### config.mk
export PLATFORM = sky130hd
export DESIGN_NAME = cursor_anim
export DESIGN_NICKNAME = d
export VERILOG_FILES = /design/src/rtl/cursor_anim.sv
export SDC_FILE = /design/constraint.sdc
export NUM_CORES = 1
export LEC_CHECK = 0
export CAP_MARGIN = 20
export CORE_MARGIN = 4
export CORE_UTILIZATION = 53
export CTS_BUF_LIST = sky130_fd_sc_hd__clkbuf_4 sky130_fd_sc_hd__clkbuf_8
export DETAILED_ROUTE_END_ITERATION = 8
export PLACE_DENSITY = 0.81
export SYNTH_ARGS = -nofsm -noshare
export SYNTH_HDL_FRONTEND = slang
export SYNTH_SLANG_ARGS = --single-unit
### constraint.sdc
create_clock -name clk -period 4.6 [get_ports clk]
set_clock_uncertainty 0.15 [all_clocks]
set_input_delay 0.46 -clock clk [delete_from_list [all_inputs] [get_ports clk]]
set_output_delay 0.46 -clock clk [all_outputs]
set_load 0.005 [all_outputs]
### src/rtl/cursor_anim.sv
// Grid-cursor overlay: draws a ROM sprite at the cursor's pixel position and slides it between
// grid cells a bounded step per frame. It blinks while the selection is locked.
module cursor_anim #(
  parameter int unsigned HBLANK     = 700,
  parameter int unsigned VBLANK     = 536,
  parameter int unsigned PITCH      = 160,
  parameter int unsigned COORD_W    = 2,
  parameter int unsigned SPR_AX     = 6,
  parameter int unsigned SPR_AY     = 3,
  parameter int unsigned SCALE      = 1,
  parameter int unsigned STEP       = 8,
  parameter int unsigned BLINK_LOG2 = 5,
  parameter logic [23:0] FG_RGB     = 24'hFF7B5D,
  parameter logic [23:0] BG_RGB     = 24'h556735
) (
  input  logic                     clk,
  input  logic                     reset,
  input  logic [11:0]              hcnt,
  input  logic [10:0]              vcnt,
  input  logic                     frame_start,
  input  logic [COORD_W-1:0]       xcoord,
  input  logic [COORD_W-1:0]       ycoord,
  input  logic                     locked,
  output logic [SPR_AY+SPR_AX-1:0] rom_addr,
  input  logic                     rom_q,
  output logic                     busy,
  output logic                     pix_valid,
  output logic [7:0]               cursorr,
  output logic [7:0]               cursorg,
  output logic [7:0]               cursorb
);

  localparam int unsigned SprW = 1 << (SPR_AX + SCALE);
  localparam int unsigned SprH = 1 << (SPR_AY + SCALE);

  typedef enum logic [0:0] {StIdle, StMove} state_e;

  state_e      state_q, state_d;
  logic [11:0] posx_q, posx_d, tgtx_q, tgtx_new;
  logic [10:0] posy_q, posy_d, tgty_q, tgty_new;

  // Move one axis toward its target by at most STEP, never overshooting.
  function automatic logic [11:0] step_toward(input logic [11:0] pos, input logic [11:0] tgt);
    logic [11:0] diff;
    if (tgt > pos) begin
      diff = tgt - pos;
      return pos + ((diff < 12'(STEP)) ? diff : 12'(STEP));
    end else begin
      diff = pos - tgt;
      return pos - ((diff < 12'(STEP)) ? diff : 12'(STEP));
    end
  endfunction

  assign tgtx_new = 12'(xcoord) * 12'(PITCH);
  assign tgty_new = 11'(ycoord) * 11'(PITCH);

  always_comb begin
    posx_d = posx_q;
    posy_d = posy_q;
    if (frame_start) begin
      posx_d = step_toward(posx_q, tgtx_new);
      posy_d = 11'(step_toward({1'b0, posy_q}, {1'b0, tgty_new}));
    end
  end

  always_ff @(posedge clk or negedge reset) begin
    if (!reset) begin
      posx_q <= '0;
      posy_q <= '0;
      tgtx_q <= '0;
      tgty_q <= '0;
    end else begin
      posx_q <= posx_d;
      posy_q <= posy_d;
      if (frame_start) begin
        tgtx_q <= tgtx_new;
        tgty_q <= tgty_new;
      end
    end
  end

  // Motion FSM: state register, next state, output.
  always_ff @(posedge clk or negedge reset) begin
    if (!reset) state_q <= StIdle;
    else        state_q <= state_d;
  end

  always_comb begin
    state_d = state_q;
    if (frame_start) begin
      state_d = (posx_d != tgtx_new || posy_d != tgty_new) ? StMove : StIdle;
    end
  end

  always_comb begin
    busy = (state_q == StMove);
  end

  motion_state_consistent: assert property (@(posedge clk) disable iff (!reset)
    (state_q == StMove) == (posx_q != tgtx_q || posy_q != tgty_q));

  // Blink counter; a rising edge of locked restarts the period and beats the frame increment.
  logic                  locked_q;
  logic [BLINK_LOG2-1:0] bcnt_q;
  logic                  vis;

  always_ff @(posedge clk or negedge reset) begin
    if (!reset) begin
      locked_q <= 1'b0;
      bcnt_q   <= '0;
    end else begin
      locked_q <= locked;
      if (locked && !locked_q) bcnt_q <= '0;
      else if (frame_start)    bcnt_q <= bcnt_q + 1'b1;
    end
  end

  assign vis = !locked || !bcnt_q[BLINK_LOG2-1];

  // Window test in one extra bit so the upper bound cannot wrap.
  logic [11:0] hd;
  logic [10:0] vd;
  logic [12:0] hlo, hhi;
  logic [11:0] vlo, vhi;
  logic        in_win;
  logic        unused_bits;

  assign hd  = hcnt - 12'(HBLANK) - posx_q;
  assign vd  = vcnt - 11'(VBLANK) - posy_q;
  assign hlo = 13'(HBLANK) + {1'b0, posx_q};
  assign hhi = hlo + 13'(SprW);
  assign vlo = 12'(VBLANK) + {1'b0, posy_q};
  assign vhi = vlo + 12'(SprH);

  assign in_win = ({1'b0, hcnt} >= hlo) && ({1'b0, hcnt} < hhi) &&
                  ({1'b0, vcnt} >= vlo) && ({1'b0, vcnt} < vhi);

  assign rom_addr    = {vd[SPR_AY+SCALE-1 -: SPR_AY], hd[SPR_AX+SCALE-1 -: SPR_AX]};
  assign unused_bits = ^{hd, vd};

  // Stage 1 lines the select up with the ROM data; stage 2 registers the colour.
  logic        sel_q;
  logic [23:0] rgb_d, rgb_q;
  logic        valid_q;

  always_comb begin
    rgb_d = 24'h0;
    if (sel_q) rgb_d = rom_q ? BG_RGB : FG_RGB;
  end

  always_ff @(posedge clk or negedge reset) begin
    if (!reset) begin
      sel_q   <= 1'b0;
      rgb_q   <= '0;
      valid_q <= 1'b0;
    end else begin
      sel_q   <= in_win && vis;
      rgb_q   <= rgb_d;
      valid_q <= sel_q;
    end
  end

  assign cursorr   = rgb_q[23:16];
  assign cursorg   = rgb_q[15:8];
  assign cursorb   = rgb_q[7:0];
  assign pix_valid = valid_q;

endmodule

==> flow_metrics.py <==
metrics = {
    "run_status": {
        "violations": "negative setup slack",
        "status": "finished with violations",
    },
    "sta": {
        "period_share": 1.10,
        "finalSetupViolCount": 3,
        "worst_pin_slew_ns": 0.850,
        "max_slew_margin": 0.418,
        "fmax_ghz": 0.198,
        "fin_ws_ns": -0.448,
        "period_minus_slack_ns": 5.05,
        "hold_viol": 0,
        "worst_hold_slack_ns": 0.237,
        "rsz0062_at_grt": "yes",
        "slew_viol_final": 0,
    },
    "hold_path": {
        "min_path_type": "reg -> reg",
        "min_from": "sel_q",
    },
    "worst_setup_path": {
        "path_common_cell": "ha_1",
        "cp_max_fo": 4,
        "worstSetupEndpointType": "register",
        "cp.required_ns": 4.62,
        "crit_type": "reg -> reg",
        "arrival_ns": 5.07,
        "worstReg2RegStart": "posx_q[7]",
        "critPathSlowestCell": "dfrtp_1",
        "cp_cell_sequence": "ha_1, o21a_1, o311a_1, xnor2_1, a2111oi_2, and3_4, nand2_2, ha_4, xor2_1, a22oi_1, ha_1, nor2b_4, o31a_1, buf_4, o211a_1, or3_4, mux2i_2, a2111oi_4, nand4_1, nor4_2, nor2_1",
        "crit_family": "compound AO/OA/AOI/OAI gates",
        "slowest_delay_ns": 0.41,
        "critPathBufInv": 1,
        "startpoint_type": "register",
        "startpoint": "posx_q[7]",
    },
    "drt": {
        "topRoutingLayerUsed": "met4",
        "routedWlPerCell_um": 18.9,
        "dr.pass1.iters": 7,
        "drt-vias-per-instance": 6.15,
        "first_iter_violations": 549,
        "wl_met1_um": 7070,
        "via_count": 6013,
        "met3_length_um": 1610,
        "wirelength_um": 18500,
        "drc": 0,
        "postRouteAntennaNets": 0,
        "wl_met2_um": 9110,
    },
    "floorplan": {
        "fp.dieH_um": 109,
        "fp.dieW_um": 109,
        "coreArea_um2": 9860,
        "rows": 36,
        "start_util": 0.550,
        "ioPinCount": 67,
        "dieArea_um2": 11900,
    },
    "synth": {
        "ys_warn_count": 0,
        "synthTopCellsByArea": "ha_1 (21%), dfrtp_1 (16%), xnor2_1 (6.8%)",
        "syn_avg_cell_area_um2": 8.22,
        "ys_seq_area_frac": 0.157,
        "synth_xor_area_frac": 0.0962,
        "synth_compound_area_frac": 0.213,
        "synth_top_family_by_area": "adder cells",
        "synthMuxAreaShare": 0.0189,
        "synthArstFlopShare": 1.00,
        "ys_types": 75,
        "synth_flop_cell": "dfrtp_1",
        "ys_top_cells_by_count": "ha_1 (92), inv_1 (55), nand2_1 (52)",
        "yosys.cell_count.top_type": "ha_1",
        "synthAdderAreaFrac": 0.245,
        "synth_seq_cells": 34,
        "yosys.area_share.simple": 0.188,
        "synth_cells": 660,
        "synth_top_area_cell": "ha_1",
        "syn_area_um2": 5430,
        "synth_edf_count": 0,
        "yosysTopAreaCellShare": 0.212,
    },
    "finish": {
        "drive_gt1_frac": 0.296,
        "areaGrowthSynthToFinish_pct": 42.7,
        "multiInputGateArea_um2": 4650,
        "seq_area_um2": 852,
        "fillerInstances": 629,
        "nets": 977,
        "fin_util": 0.785,
        "antennaDiodeCount": 0,
    },
    "global_routing": {
        "grt_max_degree": 49,
        "antenna_found_initial": 0,
        "grt_pass1_wl_um": 29400,
        "grt_usage": 0.308,
        "grt_pass1_vias": 6179,
        "globalRouteOverflowTotal": 0,
    },
    "clock_tree": {
        "clock_latency_ns": 0.30,
        "clockRootBuffer": "clkbuf_8",
        "cts.sinks": 34,
        "numCtsBuffers": 5,
        "clock_path_buffers": 2,
        "tritoncts": "done",
        "clk_pin_slew_worst_paths_ns": 0.08,
        "htreeDepth": 2,
    },
    "place": {
        "port_buffers": 63,
        "dp_hpwl_um": 13400,
        "post-place-ws_ns": -1.30,
        "place.gp.congestion": 0.973,
    },
    "flow_run": {
        "cap_viol_max_count": 0,
    },
    "power": {
        "p_per_area_nw_per_um2": 801,
        "p_leak_nw": 3.52,
        "max-vdd-ir-drop_mv": 0.474,
    },
}
==> final timing paths <==
path | to | slack (ns) | depth (start not counted)
max | busy | -0.45 | 21
min | rgb_q[22] | 0.24 | 0
max reg2reg | busy | -0.45 | 21
min reg2reg | rgb_q[22] | 0.24 | 0
max in group asynchronous | posx_q[6] | 3.49 | 2
min in group asynchronous | rgb_q[21] | 0.44 | 2
==> logic make-up after synthesis <==
kind of cell,Yosys count
simple gates,195
compound gates,166
fa+ha+maj,101
buf+inv,95
xor+xnor,58
flops,34
mux,10
other cells,1
==> cell usage in the layout (no fill, tap or decap), types with 5 or more instances in the layout <==
cell             instances
nand3b_1                 6
or3_1                   12
nor3_1                  15
ha_4                    11
xnor2_1                 42
a21o_1                  12
dfrtp_1                 33
inv_2                    5
nand2_1                 47
o21a_1                  18
nand4_1                  6
nor2_1                  39
mux2i_1                  5
xor2_1                  13
inv_1                   49
clkdlybuf4s50_1         59
fa_1                     6
nor2b_1                  6
nand3_1                 14
clkbuf_8                 6
nand2b_1                 5
a21oi_1                 29
o21ai_0                 29
buf_4                  150
ha_1                    78
o31ai_1                  7
o31a_1                   5
==> state kept, by name, summed over array words and instances, names as in the netlist <==
name	cells
bcnt_q	5
busy	1
locked_q	1
posx_q	12
posy_q	11
rgb_q	3
sel_q	1
==> cell type report <==
cell class / count / share of cell area
Tap cell: 133 / 0.0215
Multi-Input combinational cell: 533 / 0.601
Inverter: 56 / 0.0276
Sequential cell: 34 / 0.110
Timing Repair Buffer: 214 / 0.228
Clock buffer: 7 / 0.0116
==> per-layer routing <==
metal  GRT usage  vias to the layer above
met4      0.0953                        0
met2       0.561                      336
li1            -                     2729
met1       0.372                     2864
met5           0                        -
met3      0.0462                       84
==> through the flow <==
step	setup TNS (ns)	power [mW]	std cells	instance area (um2)
finish	-0.618	6.20	977	7740
detailed placement	-7.07	5.26	957	7100
floorplan	-0.402	3.44	662	5510
CTS	-0.437	5.89	976	7610
global route	-1.12	6.69	977	7740
global placement	-4.74	5.01	957	7100
==> power breakdown <==
| part | leakage (nW) | switching, mW | internal, mW |
|---|---|---|---|
| Combinational | 3.07 | 2.72 | 2.69 |
| Clock | 0.0477 | 0.116 | 0.125 |
| Sequential | 0.408 | 0.133 | 0.417 |
| Total | 3.52 | 2.97 | 3.23 |
==> repair_timing <==
action / in CTS / in global routing
hold buffers: 0 / 0
resized for setup: 76 / 30
setup buffers: 12 / 1
cloned: 0 / 0
pin swaps: 43 / 21
endpoints found under the setup margin: 7 / 6
==> worst register-to-register path, cell delays in order, from the launching register on <==
cell and delay, ns:
dfrtp_1 0.41, ha_1 0.33, o21a_1 0.14, o311a_1 0.37
xnor2_1 0.14, a2111oi_2 0.26, and3_4 0.28, nand2_2 0.07
ha_4 0.17, xor2_1 0.17, a22oi_1 0.15, ha_1 0.28
nor2b_4 0.15, o31a_1 0.26, buf_4 0.16, o211a_1 0.20
or3_4 0.34, mux2i_2 0.17, a2111oi_4 0.34, nand4_1 0.15
nor4_2 0.17, nor2_1 0.07
Note: power is estimated with default switching activity, not from simulation.
